**src/rtl/adc_acq_pkg.sv**
```systemverilog
// Shared types and constants for the ADC acquisition controller.
// Holds the main and drain FSM state encodings plus the flush lag and byte-split sizes.
// Ports: none (package only).
package adc_acq_pkg;

   typedef enum logic [1:0] {
      S_IDLE,
      S_FLUSH,
      S_CAPTURE,
      S_FINISH
   } acq_state_t;

   typedef enum logic [2:0] {
      D_IDLE,
      D_RD,
      D_LAT,
      D_HI,
      D_LO
   } drain_state_t;

   // fifo_empty can trail the true occupancy by this many cycles
   localparam int FLUSH_WAIT    = 2;
   localparam int TX_WORD_BYTES = 2;
   localparam int WORD_WIDTH    = 8 * TX_WORD_BYTES;

endpackage

```
**src/rtl/acq_drain.sv**
```systemverilog
// Drain engine: reads one FIFO word at a time and offers it to the UART as two bytes, high byte first.
// Latency: read strobe -> word latched +1 cycle -> high byte offered +2 cycles.
// Backpressure: holds each byte stable until tx_ready; never reads ahead of the UART.
// Ports: enable/clear from the main FSM, written (words stored) in, drained (words sent) out,
//        FIFO empty/data in, rd_req out, UART tx_data/tx_valid out, tx_ready in, idle out.
module acq_drain
   import adc_acq_pkg::*;
#(
   parameter int DATA_WIDTH = 16,
   parameter int CNT_WIDTH  = 16
) (
   input  logic                  clk,
   input  logic                  rst_n,
   input  logic                  enable,
   input  logic                  clear,
   input  logic [CNT_WIDTH-1:0]  written,
   output logic [CNT_WIDTH-1:0]  drained,
   input  logic                  fifo_empty,
   input  logic [DATA_WIDTH-1:0] fifo_data,
   output logic                  rd_req,
   output logic                  idle,
   output logic [7:0]            tx_data,
   output logic                  tx_valid,
   input  logic                  tx_ready
);

   drain_state_t          state, state_n;
   logic [7:0]            lo_byte;
   logic [WORD_WIDTH-1:0] word_ext;

   // narrow ADC words are zero-extended before the byte split
   assign word_ext = WORD_WIDTH'(fifo_data);

   always_ff @(posedge clk) begin
      if (!rst_n) state <= D_IDLE;
      else        state <= state_n;
   end

   always_comb begin
      state_n = state;
      case (state)
         // the drained < written gate stops a stale fifo_empty=0 from over-reading
         D_IDLE:  if (enable && (drained < written) && !fifo_empty) state_n = D_RD;
         D_RD:    state_n = D_LAT;
         D_LAT:   state_n = D_HI;
         D_HI:    if (tx_ready) state_n = D_LO;
         D_LO:    if (tx_ready) state_n = D_IDLE;
         default: state_n = D_IDLE;
      endcase
   end

   // asserted in the cycle before D_RD so the top can register it into fifo_rd_en
   assign rd_req   = (state == D_IDLE) && (state_n == D_RD);
   assign idle     = (state == D_IDLE);
   assign tx_valid = (state == D_HI) || (state == D_LO);

   always_ff @(posedge clk) begin
      if (!rst_n) begin
         drained <= '0;
         tx_data <= '0;
         lo_byte <= '0;
      end else begin
         if (clear)                          drained <= '0;
         else if ((state == D_LO) && tx_ready) drained <= drained + CNT_WIDTH'(1);

         if (state == D_LAT) begin
            tx_data <= word_ext[15:8];
            lo_byte <= word_ext[7:0];
         end else if ((state == D_HI) && tx_ready) begin
            tx_data <= lo_byte;
         end
      end
   end

endmodule

```
**src/rtl/adc_acq_ctrl.sv**
```systemverilog
// ADC burst controller: flushes stale FIFO words, captures n_samples strobes, streams them to the UART.
// Latency: sample_valid -> fifo_wr_en +1 cycle; done one cycle after the last byte is accepted and drained.
// Backpressure: UART stalls hold the drain; a full FIFO drops the sample and sets sticky overflow.
// Ports: start/n_samples control, sample_valid/adc_data from the ADC, fifo_* to fifo_adc,
//        tx_* to uart_tx, busy/done/overflow status.
module adc_acq_ctrl
   import adc_acq_pkg::*;
#(
   parameter int DATA_WIDTH = 16,
   parameter int CNT_WIDTH  = 16
) (
   input  logic                  clk,
   input  logic                  rst_n,
   input  logic                  start,
   input  logic [CNT_WIDTH-1:0]  n_samples,
   input  logic                  sample_valid,
   input  logic [DATA_WIDTH-1:0] adc_data,
   output logic                  fifo_wr_en,
   output logic [DATA_WIDTH-1:0] fifo_wr_data,
   input  logic                  fifo_full,
   output logic                  fifo_rd_en,
   input  logic [DATA_WIDTH-1:0] fifo_data,
   input  logic                  fifo_empty,
   output logic [7:0]            tx_data,
   output logic                  tx_valid,
   input  logic                  tx_ready,
   output logic                  busy,
   output logic                  done,
   output logic                  overflow
);

   acq_state_t           state, state_n;
   logic [CNT_WIDTH-1:0] n_latched;
   logic [CNT_WIDTH-1:0] captured;
   logic [CNT_WIDTH-1:0] written;
   logic [CNT_WIDTH-1:0] drained;
   logic [2:0]           flush_wait;

   logic start_acc;
   logic take_sample;
   logic flush_rd;
   logic finish_ok;
   logic drain_en;
   logic drain_rd;
   logic drain_idle;

   always_ff @(posedge clk) begin
      if (!rst_n) state <= S_IDLE;
      else        state <= state_n;
   end

   always_comb begin
      state_n     = state;
      start_acc   = 1'b0;
      take_sample = 1'b0;
      flush_rd    = 1'b0;
      finish_ok   = 1'b0;
      case (state)
         // busy is still high in the done cycle, so a start there is ignored
         S_IDLE: begin
            if (start && !busy) begin
               start_acc = 1'b1;
               state_n   = S_FLUSH;
            end
         end
         S_FLUSH: begin
            if (flush_wait == 3'd0) begin
               if (fifo_empty) state_n  = S_CAPTURE;
               else            flush_rd = 1'b1;
            end
         end
         S_CAPTURE: begin
            if (captured == n_latched) state_n     = S_FINISH;
            else                       take_sample = sample_valid;
         end
         S_FINISH: begin
            if ((drained == written) && drain_idle) begin
               finish_ok = 1'b1;
               state_n   = S_IDLE;
            end
         end
         default: state_n = S_IDLE;
      endcase
   end

   assign drain_en = (state == S_CAPTURE) || (state == S_FINISH);

   always_ff @(posedge clk) begin
      if (!rst_n) begin
         n_latched    <= '0;
         captured     <= '0;
         written      <= '0;
         flush_wait   <= '0;
         fifo_wr_en   <= 1'b0;
         fifo_wr_data <= '0;
         fifo_rd_en   <= 1'b0;
         busy         <= 1'b0;
         done         <= 1'b0;
         overflow     <= 1'b0;
      end else begin
         fifo_wr_en <= 1'b0;
         fifo_rd_en <= flush_rd | drain_rd;
         done       <= finish_ok;

         if (start_acc) begin
            n_latched  <= n_samples;
            captured   <= '0;
            written    <= '0;
            overflow   <= 1'b0;
            busy       <= 1'b1;
         end else if (state == S_IDLE) begin
            busy <= 1'b0;
         end

         // after a flush read: one cycle for the strobe, then the flag lag, before trusting fifo_empty
         if (start_acc)              flush_wait <= '0;
         else if (flush_rd)          flush_wait <= 3'(FLUSH_WAIT + 1);
         else if (flush_wait != 3'd0) flush_wait <= flush_wait - 3'd1;

         if (take_sample) begin
            captured <= captured + CNT_WIDTH'(1);
            if (!fifo_full) begin
               fifo_wr_en   <= 1'b1;
               fifo_wr_data <= adc_data;
               written      <= written + CNT_WIDTH'(1);
            end else begin
               overflow <= 1'b1;
            end
         end
      end
   end

   acq_drain #(
      .DATA_WIDTH (DATA_WIDTH),
      .CNT_WIDTH  (CNT_WIDTH)
   ) u_drain (
      .clk        (clk),
      .rst_n      (rst_n),
      .enable     (drain_en),
      .clear      (start_acc),
      .written    (written),
      .drained    (drained),
      .fifo_empty (fifo_empty),
      .fifo_data  (fifo_data),
      .rd_req     (drain_rd),
      .idle       (drain_idle),
      .tx_data    (tx_data),
      .tx_valid   (tx_valid),
      .tx_ready   (tx_ready)
   );

endmodule

```
**config.mk**
```make
export PLATFORM = sky130hd
export DESIGN_NAME = adc_acq_ctrl
export DESIGN_NICKNAME = d
export VERILOG_FILES = /design/src/rtl/adc_acq_pkg.sv /design/src/rtl/acq_drain.sv /design/src/rtl/adc_acq_ctrl.sv
export SDC_FILE = /design/constraint.sdc
export NUM_CORES = 1
export LEC_CHECK = 0
export CAP_MARGIN = 20
export CORE_MARGIN = 2
export CORE_UTILIZATION = 54
export CTS_CLUSTER_SIZE = 30
export DETAILED_ROUTE_END_ITERATION = 6
export PLACE_DENSITY = 0.89
export SETUP_SLACK_MARGIN = 0.4
export SYNTH_ARGS = -nofsm -noshare
export SYNTH_HDL_FRONTEND = slang
export SYNTH_SLANG_ARGS = --single-unit
```
**constraint.sdc**
```tcl
create_clock -name clk -period 3 [get_ports clk]
set_input_delay 0.3 -clock clk [delete_from_list [all_inputs] [get_ports clk]]
set_output_delay 0.3 -clock clk [all_outputs]
set_load 0.005 [all_outputs]
```
# After elaboration in Yosys (flattened, before gate mapping)
# Index checks and enable logic that the tools add are counted.
# totals
ff_bits	109
in_bits	55
wordCells	97
# classes
addsub	4
order_cmp	1
eq_ne	15
mux	33
n_bitwise	3
n_reduce_logical	25
# ops
cell	n
$mux W16	5
$add A16 B1 Y16 const B	3
$eq A16 B16 Y1	2
$lt A16 B16 Y1	1
$mux W8	2
$pmux W3 S5	1
$mux W1	14
$mux W2	7
$ne A2 B2 Y1 const B	5
$mux W3	3
$pmux W2 S4	1
$reduce_bool A2 Y1	4
$logic_and A1 B1 Y1	7
$eq A3 B1 Y1 const B	2
$eq A3 B2 Y1 const B	2
$logic_not A3 Y1	2
$reduce_and A2 Y1	3
$reduce_and A5 Y1	1
$eq A2 B2 Y1 const B	2
$eq A3 B3 Y1 const B	1
$reduce_bool A3 Y1	1
$reduce_or A3 Y1	1
$sub A3 B1 Y3 const B	1
$eq A2 B1 Y1 const B	1
other kinds (6)	9

# Depth between registers and ports, before layout
# logic_depth
depth_word	9
mapped_depth	8
mapped_depth_nobuf	7

# Cells and area by module
# Synthesis repeated with hierarchy kept, for this count alone.
# hier_totals
hier_cells	707
area_unflattened_um2	5635.4
# modules_own_cells
mod	n_inst	cells_per_inst	area_per_inst_um2	seq_area_each_um2
adc_acq_ctrl	1	475	3753.6	1481.4
acq_drain	1	232	1881.8	700.7

# Worst setup path after synthesis
# No wires, ideal clock.
# synth_timing
path_type	reg-to-reg
from	register written[9]
to	register state[1]
setup_time_ns	0.072
t_arrival_ns	2.098
required_time_ns	2.928
setup_slack_ns	0.830
path_stages_with_launch	8
cell_sequence	dfxtp_1 inv_1 ha_1 nand4_1 or4_4 a221o_1 a221oi_2 mux2i_1
# synth_via
elab_chain_len	4
# synth_lines
item	line_no	source
from (decl)	adc_acq_ctrl.sv:35	logic [CNT_WIDTH-1:0] written;
from (signal assigned)	adc_acq_ctrl.sv:125	written <= written + CNT_WIDTH'(1);
$eq A16 B16 Y1	adc_acq_ctrl.sv:77	if ((drained == written) && drain_idle) begin
$logic_and A1 B1 Y1	adc_acq_ctrl.sv:77	
$ne A2 B2 Y1 (no source line)	n/a	
$reduce_and A5 Y1 (no source line)	n/a	
to (signal assigned)	adc_acq_ctrl.sv:49	else state <= state_n;
to (decl)	adc_acq_ctrl.sv:32	acq_state_t state, state_n;
# No other way between the ends.
# A chain may end at the register's enable or synchronous reset.

# Worst setup path in the final report
# Same ends and word-level chain as after synthesis.

==> flow_summary.yaml <==
cts:
  ctsResizeCount: 0
  numClockSinks: 109
  cts_tree: "done"
  path_clk_slew_ns: 0.10
  clk_path_buf_depth: 2
  cts-root-buf: "clkbuf_8"
  cts_hold_buf: 0
  clock_latency_ns: 0.39
  htree_levels: 3
  cts_setup_buffers: 0
  cts_buffers: 9
power:
  internal_power_mw: 2.43
  pwr-share-comb: 0.293
  seq_power_share: 0.432
  clkPwrFrac: 0.275
  irDropWorstVdd_mv: 0.321
  switchingPower_mw: 1.32
  power.leakage_nw: 2.46
  power_density_mw_per_mm2: 554
  sw_frac_of_total: 0.352
detailed_routing:
  postRouteAntennaNets: 0
  first_iter_violations: 503
  drtPass1Iterations: 7
  drc_errors: 0
  vias: 5473
  wl_per_cell_um: 16.4
  viasPerCell: 6.10
  finalWirelength_um: 14700
timing:
  period_minus_slack_ns: 2.40
  report.final.slew_viol_count: 0
  max_freq_mhz: 416
  setup_slack_ns: 0.595
  hold_viol_final: 0
  setup-tns-final_ns: 0
  slew_headroom: 0.381
  hold-worst-slack_ns: 0.450
  setup_violations: 0
  tightest_slew_ns: 0.920
  final.period_utilization: 0.802
  fin_skew_ns: 0.0160
  rsz0062_at_grt: "no"
worst_hold_path:
  hold_class: "in -> reg"
die:
  core_mm2: 0.0102
  num_io_pins: 85
  die_y_um: 106
  initial_core_util: 0.552
  dieArea_mm2: 0.0113
  die_w_um: 106
  rows: 37
synthesis:
  syn_nets: 777
  ys_warn_count: 0
  yosysUniqueCellTypes: 57
  yosysSeqAreaShare: 0.386
  ys_top_cells_by_area: "dfxtp_1 (39%), nand2_1 (6.5%), ha_1 (5.5%), a21oi_1 (5.1%), nand3_1 (3.9%)"
  syn_area_mm2: 0.00565
  synth_area_per_cell_um2: 8.10
  yosys.area.top_type_share: 0.386
  syn_inst: 697
  synth_edf_count: 0
  synth_area_leader_cell: "dfxtp_1"
  async_reset_ff_frac: 0
  synth-seq-cells: 109
  synth_ff_type: "dfxtp_1"
finish:
  finalInstanceArea_mm2: 0.00678
  fillers: 783
  final_common_cell: "dfxtp_1"
  final_cells: 897
  area_growth_pct: 20.1
  drive_above_1_share: 0.0578
  diodes: 0
  nets: 837
  final_cell_mix: "dfxtp_1 (109), nand2_1 (98), clkdlybuf4s50_1 (84)"
setup_path:
  start_kind: "register"
  worstSetupPathType: "reg -> reg"
  cp_max_fo: 8
  cp-end-kind: "register"
  crit_required_ns: 3.32
  arrival_ns: 2.72
global_route:
  grt_pass1_wl_um: 24200
  grt_max_degree: 49
  grtUsageTotal: 0.264
  grt_pass1_vias: 5131
  antenna_found_initial: 0
  overflow: 0
placement:
  dp.final_hpwl_um: 10200
  placed_cell_area_mm2: 0.00655
  io_buffers: 84
  dp_cells: 882
  place_congestion: 0.897
  place_ws_ns: 0.616
flow_run:
  cap_violations: 0
status:
  status: "finished, final reports clean"
worst paths after layout:
check	from	to	slack, ns	cells past startpoint
worst max-delay path	written[9]	state[1]	0.60	7
worst min register to register	u_drain.lo_byte[6]	u_drain.lo_byte[6]	0.47	2
worst max register to register	written[9]	state[1]	0.60	7
worst min-delay path	n_samples[10]	n_latched[10]	0.45	3
stage by stage:
step	power, mW	util
finish	3.76	0.663
CTS	3.75	0.663
global route	3.93	0.663
floorplan	2.40	-
global placement	2.66	0.640
detailed placement	2.71	0.640
metal layers:
layer,global-route usage,part of all wire,vias to the layer above
li1,-,-,2622
met5,0,0,-
met1,0.320,0.40,2578
met3,0.0644,0.079,46
met2,0.439,0.49,227
met4,0.130,0.034,0
worst max-delay path: stages (launching register included):
cell and delay (ns):
dfxtp_1 0.47, inv_1 0.10, ha_1 0.30, nand4_1 0.12
or4_4 0.55, a221o_1 0.34, a221oi_2 0.24, mux2i_1 0.22
state kept, by name, indices dropped and copies added (netlist names):
register and count:
fifo_rd_en 1, u_drain.tx_data 8, u_drain.state 3, captured 16, u_drain.lo_byte 8, state 2, done 1, flush_wait 3
busy 1, n_latched 16, overflow 1, written 16, u_drain.drained 16, fifo_wr_en 1, fifo_wr_data 16
power groups by stage:
stage	Combinational [mW]	Sequential [mW]	Clock, mW
final	1.10	1.62	1.03
after global routing	1.20	1.63	1.09
after CTS	1.09	1.62	1.03
after detailed placement	1.06	1.65	0
after global placement	1.02	1.64	0
after floorplan	0.763	1.63	0
cell families (layout without fill, tap and decap cells):
logic type               Yosys count  count (layout)  share of synthesized area
adder cells (fa/ha/maj)           25              25                     0.0554
AND/OR/NAND/NOR                  282             282                      0.252
XOR/XNOR                          27              27                     0.0419
buffers and inverters             74             138                     0.0532
multiplexers                      11              11                     0.0195
flip-flops                       109             109                      0.386
AO/OA/AOI/OAI                    169             169                      0.192
synth_stat cells (8+ instances only):
master    instances
and3_1           12
a21oi_1          58
dfxtp_1         109
nor3_1           20
or3_1             8
ha_1             25
nand3_1          44
clkbuf_1         33
nor2_1           44
mux2i_1          11
o21ai_1          27
xor2_1           17
a211oi_1         10
o21ai_0           9
buf_2             9
xnor2_1          10
and4_1           10
nand2_1          98
nand4_1           9
inv_1            27
o211ai_1         19
area by class of cell:
cell class	count	area, um^2	share of cell area
inverter	28	105	0.0155
multi-input combinational	514	3170	0.467
timing repair buffer	95	923	0.136
sequential	109	2180	0.322
tap	136	170	0.0251
clock buffer	11	151	0.0223
clock inverter	4	80.1	0.0118
Power figures use the tool's default switching activity.
